## src/rtl/proc_pkg.sv

```systemverilog
// Shared definitions for the processor run controller: FSM state encoding and
// default parameter values.
package proc_pkg;

  typedef enum logic [1:0] {
    ST_IDLE   = 2'd0,
    ST_RESET  = 2'd1,
    ST_RUN    = 2'd2,
    ST_FINISH = 2'd3
  } state_t;

  localparam int DEF_NUM_CORES  = 1;
  localparam int DEF_RST_CYCLES = 3;
  localparam int DEF_RUN_CYCLES = 7;
  localparam int DEF_CNT_W      = 16;

  // Wide enough for RST_CYCLES (<=255) plus the stagger span (<=7).
  localparam int RCNT_W = 9;

endpackage

```

## src/rtl/proc_sat_counter.sv

```systemverilog
// Saturating up-counter with synchronous reset and clear; holds at all-ones.
module proc_sat_counter #(
  parameter int WIDTH = 16
) (
  input  logic             clk,
  input  logic             rst,
  input  logic             clr,
  input  logic             en,
  output logic [WIDTH-1:0] count
);

  localparam logic [WIDTH-1:0] MAX_VAL = {WIDTH{1'b1}};

  // Count register: clear wins over enable, never wraps past MAX_VAL.
  always_ff @(posedge clk) begin
    if (rst) begin
      count <= '0;
    end else if (clr) begin
      count <= '0;
    end else if (en && (count != MAX_VAL)) begin
      count <= count + WIDTH'(1);
    end
  end

endmodule

```

## src/rtl/proc_run_ctrl.sv

```systemverilog
// Run controller: holds cores in reset, runs them until halt/abort/timeout.
// Optional macro RUN_CTRL_STAGGER_EN staggers per-core reset release by one cycle.
module proc_run_ctrl
  import proc_pkg::*;
#(
  parameter int NUM_CORES  = DEF_NUM_CORES,
  parameter int RST_CYCLES = DEF_RST_CYCLES,
  parameter int RUN_CYCLES = DEF_RUN_CYCLES,
  parameter int CNT_W      = DEF_CNT_W
) (
  input  logic                 clk,
  input  logic                 rst,
  input  logic                 start,
  input  logic                 abort,
  input  logic [NUM_CORES-1:0] halt,
  output logic [NUM_CORES-1:0] core_rst_n,
  output logic                 running,
  output logic                 done,
  output logic                 timeout,
  output logic [CNT_W-1:0]     cycle_count
);

`ifdef RUN_CTRL_STAGGER_EN
  localparam int RST_LEN = RST_CYCLES + NUM_CORES - 1;
`else
  localparam int RST_LEN = RST_CYCLES;
`endif

  localparam logic [RCNT_W-1:0] RST_LAST = RCNT_W'(RST_LEN - 1);
  localparam logic [CNT_W-1:0]  RUN_LIM  = CNT_W'(RUN_CYCLES);

  state_t                state;
  state_t                state_nxt;
  logic [RCNT_W-1:0]     rcnt;
  logic [RCNT_W-1:0]     rcnt_nxt;
  logic [NUM_CORES-1:0]  core_nxt;
  logic                  timeout_set;
  logic                  clr_cnt;
  logic                  all_halt;
  logic                  expired;

  assign all_halt = &halt;
  assign expired  = (cycle_count == RUN_LIM);

  // Next state, reset-phase counter and next per-core reset levels.
  always_comb begin
    state_nxt   = state;
    timeout_set = 1'b0;
    clr_cnt     = 1'b0;
    rcnt_nxt    = '0;
    core_nxt    = '0;

    case (state)
      ST_IDLE: begin
        if (start) begin
          state_nxt = ST_RESET;
          clr_cnt   = 1'b1;
        end else begin
          state_nxt = ST_IDLE;
        end
      end
      ST_RESET: begin
        if (abort) begin
          state_nxt = ST_IDLE;
        end else if (rcnt == RST_LAST) begin
          state_nxt = ST_RUN;
        end else begin
          state_nxt = ST_RESET;
        end
      end
      // Abort outranks all-halt, which outranks expiry; only expiry flags timeout.
      ST_RUN: begin
        if (abort || all_halt) begin
          state_nxt = ST_FINISH;
        end else if (expired) begin
          state_nxt   = ST_FINISH;
          timeout_set = 1'b1;
        end else begin
          state_nxt = ST_RUN;
        end
      end
      ST_FINISH: state_nxt = ST_IDLE;
      default:   state_nxt = ST_IDLE;
    endcase

    if ((state == ST_RESET) && (state_nxt == ST_RESET)) begin
      rcnt_nxt = rcnt + RCNT_W'(1);
    end else begin
      rcnt_nxt = '0;
    end

    case (state_nxt)
      ST_RUN, ST_FINISH: core_nxt = '1;
      ST_RESET: begin
`ifdef RUN_CTRL_STAGGER_EN
        for (int i = 0; i < NUM_CORES; i++) begin
          core_nxt[i] = (rcnt_nxt >= RCNT_W'(RST_CYCLES + i));
        end
`else
        core_nxt = '0;
`endif
      end
      default: core_nxt = '0;
    endcase
  end

  // State and registered outputs; rst overrides everything.
  always_ff @(posedge clk) begin
    if (rst) begin
      state      <= ST_IDLE;
      rcnt       <= '0;
      core_rst_n <= '0;
      running    <= 1'b0;
      done       <= 1'b0;
      timeout    <= 1'b0;
    end else begin
      state      <= state_nxt;
      rcnt       <= rcnt_nxt;
      core_rst_n <= core_nxt;
      running    <= (state_nxt == ST_RUN);
      done       <= (state_nxt == ST_FINISH);
      if (clr_cnt) begin
        timeout <= 1'b0;
      end else if (timeout_set) begin
        timeout <= 1'b1;
      end
    end
  end

  proc_sat_counter #(
    .WIDTH(CNT_W)
  ) u_cycle_cnt (
    .clk  (clk),
    .rst  (rst),
    .clr  (clr_cnt),
    .en   (state_nxt == ST_RUN),
    .count(cycle_count)
  );

endmodule

```

## config.mk

```make
export PLATFORM = sky130hd
export DESIGN_NAME = proc_run_ctrl
export DESIGN_NICKNAME = d
export VERILOG_FILES = /design/src/rtl/proc_pkg.sv /design/src/rtl/proc_sat_counter.sv /design/src/rtl/proc_run_ctrl.sv
export SDC_FILE = /design/constraint.sdc
export NUM_CORES = 1
export LEC_CHECK = 0
export ABC_AREA = 1
export BUFFER_PORTS_ARGS = -buffer_cell sky130_fd_sc_hd__buf_2
export CORE_MARGIN = 2
export CORE_UTILIZATION = 50
export CTS_BUF_LIST = sky130_fd_sc_hd__clkbuf_4
export DETAILED_ROUTE_END_ITERATION = 10
export PLACE_DENSITY = 0.68
export SLEW_MARGIN = 20
export SYNTH_ARGS = -nofsm -noshare
export SYNTH_HDL_FRONTEND = slang
export SYNTH_SLANG_ARGS = --single-unit
```

## constraint.sdc

```tcl
create_clock -name clk -period 2.8 [get_ports clk]
set_input_delay 0 -clock clk [delete_from_list [all_inputs] [get_ports clk]]
set_output_delay 0 -clock clk [all_outputs]
set_load 0.05 [all_outputs]
```

Yosys cells after proc, flatten, opt, wreduce, memory -nomap -nowiden
Index checks and enable logic that the tools add are counted.

Register bits: 31. Input bits: 5. Output and inout bits: 20. Logic and storage cells: 38.

Add/subtract/negate cells: 2. Equal/unequal tests: 9. Multiplexer cells: 12. Bitwise gates (word level): 1. Reductions and logical operators: 7.

Operators with widths (number): adder 16 x 1 -> 16 bit, second input constant (1); equality test 16 x 3 -> 1 bit, second input constant (1); != test 16 bit, second input constant (1); adder 9 x 1 -> 9 bit, second input constant (1); equality test 9 x 2 -> 1 bit, second input constant (1); 2-to-1 mux 1 bit (9); equality test 2 bit, second input constant (4); one-hot mux 2 bit (4 select lines) (1); OR reduction 2 bit (3); equality test 2 x 1 -> 1 bit, second input constant (2); 2-to-1 mux 2 bit (2); logical AND 1 bit (2); logical NOT 2 bit (1); logical OR 1 bit (1); NOT 1 bit (1).

Longest topological paths before layout
Gate-level depths: netlist (run 1).

Depth in word-level cells: 8. Mapped depth: 13. Mapped depth without buffers: 12.

Cells and area by module
Synthesis (run 1) repeated with hierarchy kept, for this count alone.

Cells, all modules: 255. Area total of the unflattened synthesis: 1716.6 um^2.

By module, submodules not included: proc_sat_counter (instances 1, cells each 156, area each 1004.7 um^2, sequential area each 320.3 um^2); proc_run_ctrl (instances 1, cells each 99, area each 711.9 um^2, sequential area each 300.3 um^2).

Least setup slack after synthesis (run 1)
OpenSTA, ideal clock, no wires.

Path kind: register to register. From: reg u_cycle_cnt.count[0]. To: reg u_cycle_cnt.count[12]. Arrival time: 1886 ps. Required time: 2685 ps. Path slack: 800 ps. Cell stages (with the launch flop): 10. Buffers on the path: 0. Clock period less this slack: 2000 ps. Path through: dfxtp_1 > ha_1 > nand3_2 > nor2_4 > nand2_2 > or3_1 > nor2_2 > nand2_1 > nand2_1 > nor2_1.

Word-level cells in the longest chain between the ends: 6. Elaborated cells on any way between the ends: 8.

Ends and longest elaborated chain: from (decl) (line proc_sat_counter.sv:9) `output logic [WIDTH-1:0] count`; from (signal assigned) (line proc_sat_counter.sv:21) `count <= count + WIDTH'(1);`; equality test 16 x 3 -> 1 bit (line proc_run_ctrl.sv:43) `assign expired = (cycle_count == RUN_LIM);`; 2-to-1 mux 1 bit (line proc_run_ctrl.sv:75) `end else if (expired) begin`; 2-to-1 mux 1 bit (line proc_run_ctrl.sv:73) `if (abort || all_halt) begin`; one-hot mux 2 bit (4 select lines) (line proc_run_ctrl.sv:53) `case (state)`; equality test 2 bit (line proc_run_ctrl.sv:136) `.en (state_nxt == ST_RUN),`; logical AND 1 bit (line proc_sat_counter.sv:20) `end else if (en && (count != MAX_VAL)) begin`.

Parallel ways exist; a longest one is shown, timed or not. A chain may end at the register's enable or synchronous reset.

Worst setup path after layout (run 1)
From: reg u_cycle_cnt.count[0]. To: reg u_cycle_cnt.count[1].

The elaborated chain is that of the path after synthesis.

==> metrics.md, run 1 <==
| Metric | Value |
|---|---|
| Status | finished clean |
| Hold Fails Final Rpt | 0 |
| Sink Count | 31 |
| Fin nets | 287 |
| Largest family of logic cells by synthesized area | simple AND/OR/NAND/NOR gates |
| CP startpoint kind | register |
| Switching power | 166 uW |
| CP required | 3020 ps |
| Syn Nets | 260 |
| Worst Hold End | timeout |
| Post-Synth Adder-Cell Area | around 2.2% |
| Post-Synthesis Cell Area | 1710 um^2 |
| Unrepaired setup endpoints after global routing | no |
| Worst setup startpoint | u_cycle_cnt.count[0] |
| Minimum clock period | roughly 1800 ps |
| Post-Synth XOR/XNOR Area | 3.08% |
| Post-CTS Setup Bufs | 0 |
| Synthesized area per cell | 6.78 um^2 |
| Netlist cell types | 30 |
| Rel. slew slack | 66.2% |
| Final number of max-transition violations | 0 |
| Drt drc | 0 |
| Hold Crit Start | halt |
| Die X | ~62 um |
| Root Buffer | clkbuf_4 |
| Site Rows | 21 |
| Layout cells sized above 1 | 18.2% |
| Maximum clock path buffer count | 2 |
| Max H-tree Level | 2 |
| Yosys reg bits | 31 |
| First-pass DRT Iterations | 4 |
| Worst-skew pair later-pin latency | 330 ps |
| RePlAce Congestion | around 0.83 |
| Max-Cap Viols | 0 |
| Sequential cell area fraction in the yosys report | approximately 36% |
| Pint | 554 uW |
| WP data arrival | 2070 ps |
| Count leader, synth | nor2_1 |
| Syn Inst Count | 252 |
| Commonest cells post-synth | nor2_1, nand2_1, dfxtp_1 |
| Sequential power share | between 60% and 70% |
| Final wirelength | 3.23 mm |
| Die Area | 3900 um^2 |
| Reg2reg setup slack | 950 ps |
| Total global-route track usage | 18.8% |
| Setup CP Type | reg2reg |
| Power density over the cells | about 380 nW/um^2 |
| # hold bufs at CTS | 1 |
| Fin Hold WS | 13.2 ps |
| Critical path endpoint category | register |
| Max IR drop VDD | 254 uV |
| Vias in the first global route | roughly 1,400 |
| TNS Setup | 0 ps |
| Post-route ant nets | 0 |
| Post-CTS resize count | 0 |
| Total power | around 720 uW |
| R2R depth | 11 |
| First-pass GRT wire length | 5.82 mm |
| Mux cell area share after synthesis | 0% |
| Async S/R FF share, synth | 0% |
| Initial antenna violation count | 0 |
| Slew of the pin with the lowest slew margin | between 500 and 600 ps |
| Share of the synthesized area in the top cell type | 36.3% |
| Synth area leaders | dfxtp_1, nor2_1, nand2_1 |
| Clk network pwr share | 34.5% |
| Compound-gate portion of the synthesized area | 3.52% |
| Initial detailed-routing violation count | 67 |
| Largest net degree at the start of global routing | 17 |
| Cell Area, Placed | 1830 um^2 |
| Setup violators final | 0 |
| Syn. warnings | 0 |
| Initial Util | 51.6% |
| Final instance area | 1890 um^2 |
| Sw frac | 23.1% |
| Hold-critical path depth | 3 |
| Synth Flop Type | dfxtp_1 |
| ANT cells | 0 |
| Area growth from synthesis to layout | 10.8% |
| Final period util | 66.0% |
| Final Skew | 13.3 ps |
| Fmax | 0.541 GHz |
| DR vias | 1,571 |
| Combinational share of power | 3.9% |
| Critical-path maximum fanout | 13 |
| Simple-gate portion of the synthesized area | 45.7% |
| CTS tree | built |
| Vias per cell | 4.82 |
| Pleak | 0.000810 uW |
| Reg2reg end | u_cycle_cnt.count[1] |
| DPL Wire Length | 2.46 mm |
| Worst-path clk slew | 80 ps |
| Min-delay worst type | in2reg |
| Number of flops mapped to enable cells by yosys | 0 |
| R2R Path Start | u_cycle_cnt.count[0] |
| Die extent in y | about 62 um |
| Grt total ovfl | 0 |
| IO buf count | 24 |
| Core Area | 3310 um^2 |
| # IOs | 25 |
| Cell taking the most area after synthesis | dfxtp_1 |
| CTS Buf Count | 5 |
| WL per Instance | around 9.9 um |
[area by class of cell]
class | instances | area (um^2)
repair buffers | 25 | 130
multi-input cells | 189 | 931
inverters | 27 | 101
clock buffers | 6 | 45.0
flip-flops and latches | 31 | 621
well taps | 46 | 57.6
fillers | 346 | 1420
clock inverters | 2 | 7.51
[cell families after synthesis]
| logic type | after synthesis |
|---|---|
| xor+xnor | 6 |
| fa+ha+maj | 3 |
| flops | 31 |
| compound gates | 9 |
| simple gates | 171 |
| buf+inv | 32 |
[through the flow]
step                instances  utilization (%)  worst slack (ps)
CTS                       326             57.2               912
floorplan                 252                -               800
detailed placement        317             55.3               925
finish                    326             57.2               952
global route              326             57.2               695
global placement          317             55.3               972
[metal layers]
layer,routed length [um],up-vias,GRT usage (%)
li1,-,839,-
met1,1430,690,21.6
met2,1580,32,31.7
met3,127,10,5.59
met4,91,0,9.72
met5,0,-,0
[cells in the final DEF, fill, tap and decap left out, types with 3 or more instances in the layout]
cell type  count
nor2_1        64
a21oi_1        5
inv_1         27
nand2_1       59
nor3_1         4
dfxtp_1       31
nand4_1        5
ha_1           3
nor2_2        10
buf_2         24
nand3_1       14
clkbuf_4       6
xor2_1         4
nand2_2        3
[registers in the layout, indices dropped and copies added, names as in the netlist]
signal,cells
running,1
rcnt,9
timeout,1
done,1
core_rst_n,1
u_cycle_cnt.count,16
state,2
[how the worst max path moves through the flow]
stage,endpoint,slack (ps),depth (start not counted)
floorplan,u_cycle_cnt.count[12],800,9
global placement,u_cycle_cnt.count[0],970,11
detailed placement,u_cycle_cnt.count[0],920,11
CTS,u_cycle_cnt.count[0],910,11
global route,u_cycle_cnt.count[1],700,11
finish,u_cycle_cnt.count[1],950,11
[critical path, cell delays in order (launching register included)]
cell and delay (ps):
dfxtp_1 350, ha_1 270, nand3_1 100, nor2_1 60, nand2_1 80, nand2_1 60, nand2_2 100, nand4_4 240
nor2_2 290, nand2_1 80, nand2_1 60, nor2_1 40
[power by group through the flow]
stage	combinational, uW	clock [uW]	sequential (uW)
2_1_floorplan	19.6	0	453
3_3_place_gp	27.7	0	453
3_5_place_dp	27.5	0	454
4_1_cts	28.6	261	443
5_1_grt	32.1	280	444
6_report	28.3	249	443
Power figures use the tool's default switching activity.
==> run 2: changes to the inputs <==
PLACE_DENSITY = 0.71   (was 0.68)
clock period = 1.6 ns   (was 2.8 ns; I/O delays follow)
==> run 2 against run 1 <==
  * The flow now finishes with violations (negative setup slack)
  * Global-route usage increased by 0.28 points
  * Sequential share of layout area decreased by 2.7 points
  * Clock skew decreased by 3.1 ps
  * Worst setup slack got worse by 970 ps
  * Sequential power increased by 74%
  * Fmax increased by 14%
  * Cell area increased by 15%
  * Final cell count increased by 5.2%
  * Clock power increased by 76%
  * Sequential cell count unchanged
  * Critical path type unchanged
==> metrics.md, run 2 (same netlist as run 1, synthesis figures left out) <==
| Metric | Value |
|---|---|
| Status | finished, violations left |
| Failing checks | negative setup slack |
| Hold-critical path depth | 3 |
| Critical-path maximum fanout | 8 |
| Number of flip-flops in the largest register | 16 |
| RePlAce Congestion | roughly 0.84 |
| DPL Wire Length | approximately 2.6 mm |
| Initial antenna violation count | 0 |
| Layout cells sized above 1 | between 30% and 40% |
| Most common cell after layout, fill and taps aside | nor2_1 |
| Setup CP Type | reg2reg |
| Biggest regs | u_cycle_cnt.count x16, rcnt x9, state x2 |
| Core Area | roughly 3300 um^2 |
| Final WS setup | -22.1 ps |
| Max IR drop VDD | roughly 480 uV |
| Hold Fails Final Rpt | 0 |
| Util after Layout | 65.5% |
| Gr busiest metal | met2 |
| First-pass DRT Iterations | 4 |
| Grt met3 use | roughly 5.6% |
| Max-Cap Viols | 0 |
| Initial detailed-routing violation count | 106 |
| Slew of the pin with the lowest slew margin | 369 ps |
| Max H-tree Level | 2 |
| Maximum clock path buffer count | 2 |
| Grt met1 use | 22.9% |
| Unrepaired setup endpoints after global routing | yes |
| Die X | 62.4 um |
| Sequential power share | 60.6% |
| Setup violators final | 6 |
| Final instance area | 2170 um^2 |
| Clk network pwr share | 34.5% |
| Power density over the cells | approximately 580 nW/um^2 |
| Reg2reg end | u_cycle_cnt.count[8] |
| CTS Buf Count | 5 |
| Post-placement cell count | 331 |
| CP required | 1830 ps |
| Pint | 970 uW |
| Root Buffer | clkbuf_4 |
| Final period util | 101% |
| Worst Hold End | timeout |
| Switching power | 298 uW |
| Largest register by flop count | u_cycle_cnt.count |
| Commonest cells after routing, fill and taps aside | nor2_1, nand2_1, inv_1 |
| Final Skew | 10.2 ps |
| Initial Util | 51.6% |
| CP startpoint kind | register |
| DR vias | 1,633 |
| Fin cells | 343 |
| Total global-route track usage | 19.1% |
| Worst-path clk slew | 90 ps |
| R2R depth | 13 |
| Min-delay worst type | in2reg |
| Met2 usage in global routing | 32.7% |
| Post-route ant nets | 0 |
| Drt drc | 0 |
| IO buf count | 24 |
| Final number of max-transition violations | 0 |
| Worst-skew pair later-pin latency | 330 ps |
| # IOs | 25 |
| Area growth from synthesis to layout | 27.0% |
| WL per Instance | between 10 and 15 um |
| Fin nets | 304 |
| Hold Crit Start | halt |
| WP data arrival | 1850 ps |
| Vias in the first global route | approximately 1,400 |
| Sw frac | about a quarter |
| Critical path endpoint category | register |
| Final wirelength | 3.53 mm |
| Site Rows | 21 |
| Largest net degree at the start of global routing | 17 |
| Grt total ovfl | 0 |
| Sink Count | 31 |
| Fmax | slightly above 0.6 GHz |
| Vias per cell | 4.76 |
| Die Area | 3900 um^2 |
| Combinational share of power | 4.9% |
| Cell Area, Placed | 1980 um^2 |
| ANT cells | 0 |
| Die extent in y | 62.4 um |
| Pleak | between 0.0009 and 0.001 uW |
| Total power | roughly 1300 uW |
| Rel. slew slack | 75.3% |
| First-pass GRT wire length | 5.99 mm |
| Reg2reg setup slack | -20 ps |
| CTS tree | built |
| R2R Path Start | rcnt[0] |
| Minimum clock period | 1620 ps |
==> run 2: cell count changes in the layout (fill, tap and decap cells not counted), sizes merged <==
cell  delta
buf     +17
==> run 2: through the flow <==
step / hold slack [ps] / setup TNS [ps] / setup WS [ps]
5_1_grt: 25.7 / -1570 / -132
6_report: 11.7 / -62.3 / -22.1
2_1_floorplan: 72.4 / 0 / 5.07
3_5_place_dp: 227 / -596 / -106
3_3_place_gp: 222 / -204 / -77.6
4_1_cts: 4.58 / -160 / -31.3
==> run 2: power groups by stage <==
| stage | clock (uW) | combinational (uW) | sequential (uW) |
|---|---|---|---|
| 2_1_floorplan | 0 | 34.3 | 787 |
| 3_3_place_gp | 0 | 54.3 | 786 |
| 3_5_place_dp | 0 | 54.6 | 786 |
| 4_1_cts | 454 | 59.9 | 768 |
| 5_1_grt | 484 | 72.0 | 769 |
| 6_report | 437 | 62.7 | 769 |
==> run 2: layout make-up <==
cell class / count / area [um^2]
Fill cell: 324 / 1140
Timing Repair Buffer: 42 / 265
Multi-Input combinational cell: 189 / 1040
Tap cell: 46 / 57.6
Inverter: 27 / 101
Clock buffer: 6 / 45.0
Clock inverter: 2 / 7.51
Sequential cell: 31 / 653
==> run 2: worst max path at each step <==
stage	startpoint	endpoint	slack (ps)	cells after the start
final	rcnt[0]	u_cycle_cnt.count[8]	-20	13
after global routing	u_cycle_cnt.count[0]	u_cycle_cnt.count[4]	-130	12
after CTS	rcnt[0]	u_cycle_cnt.count[14]	-30	13
after detailed placement	rcnt[0]	u_cycle_cnt.count[15]	-110	13
after global placement	rcnt[0]	u_cycle_cnt.count[15]	-80	13
after floorplan	u_cycle_cnt.count[0]	u_cycle_cnt.count[12]	5	9
==> run 2: routing by layer <==
metal  up-vias  wire length, um  part of all wire (%)
li1        875                -                     -
met1       732             1630                    46
met2        20             1710                    49
met3         6              134                   3.8
met4         0               51                   1.4
met5         -                0                     0
==> run 2: worst max-delay path, stage by stage, from the launching register on <==
cell,delay (ps)
dfxtp_2,330
inv_2,60
ha_4,120
inv_2,20
nor2_1,70
and2_4,150
nand3_2,60
nand2_2,100
nand4_4,190
buf_4,210
nor2_4,90
nand2_1,50
nand2_1,50
nor2_1,30
==> run 2: what timing repair did <==
item / in CTS / in global routing
endpoints found under the setup margin: 14 / 17
hold buffers: 1 / 0
buffers inserted: 0 / 3
resized for setup: 12 / 14
endpoints found under the hold margin: 5 / 0
pin swaps: 7 / 7
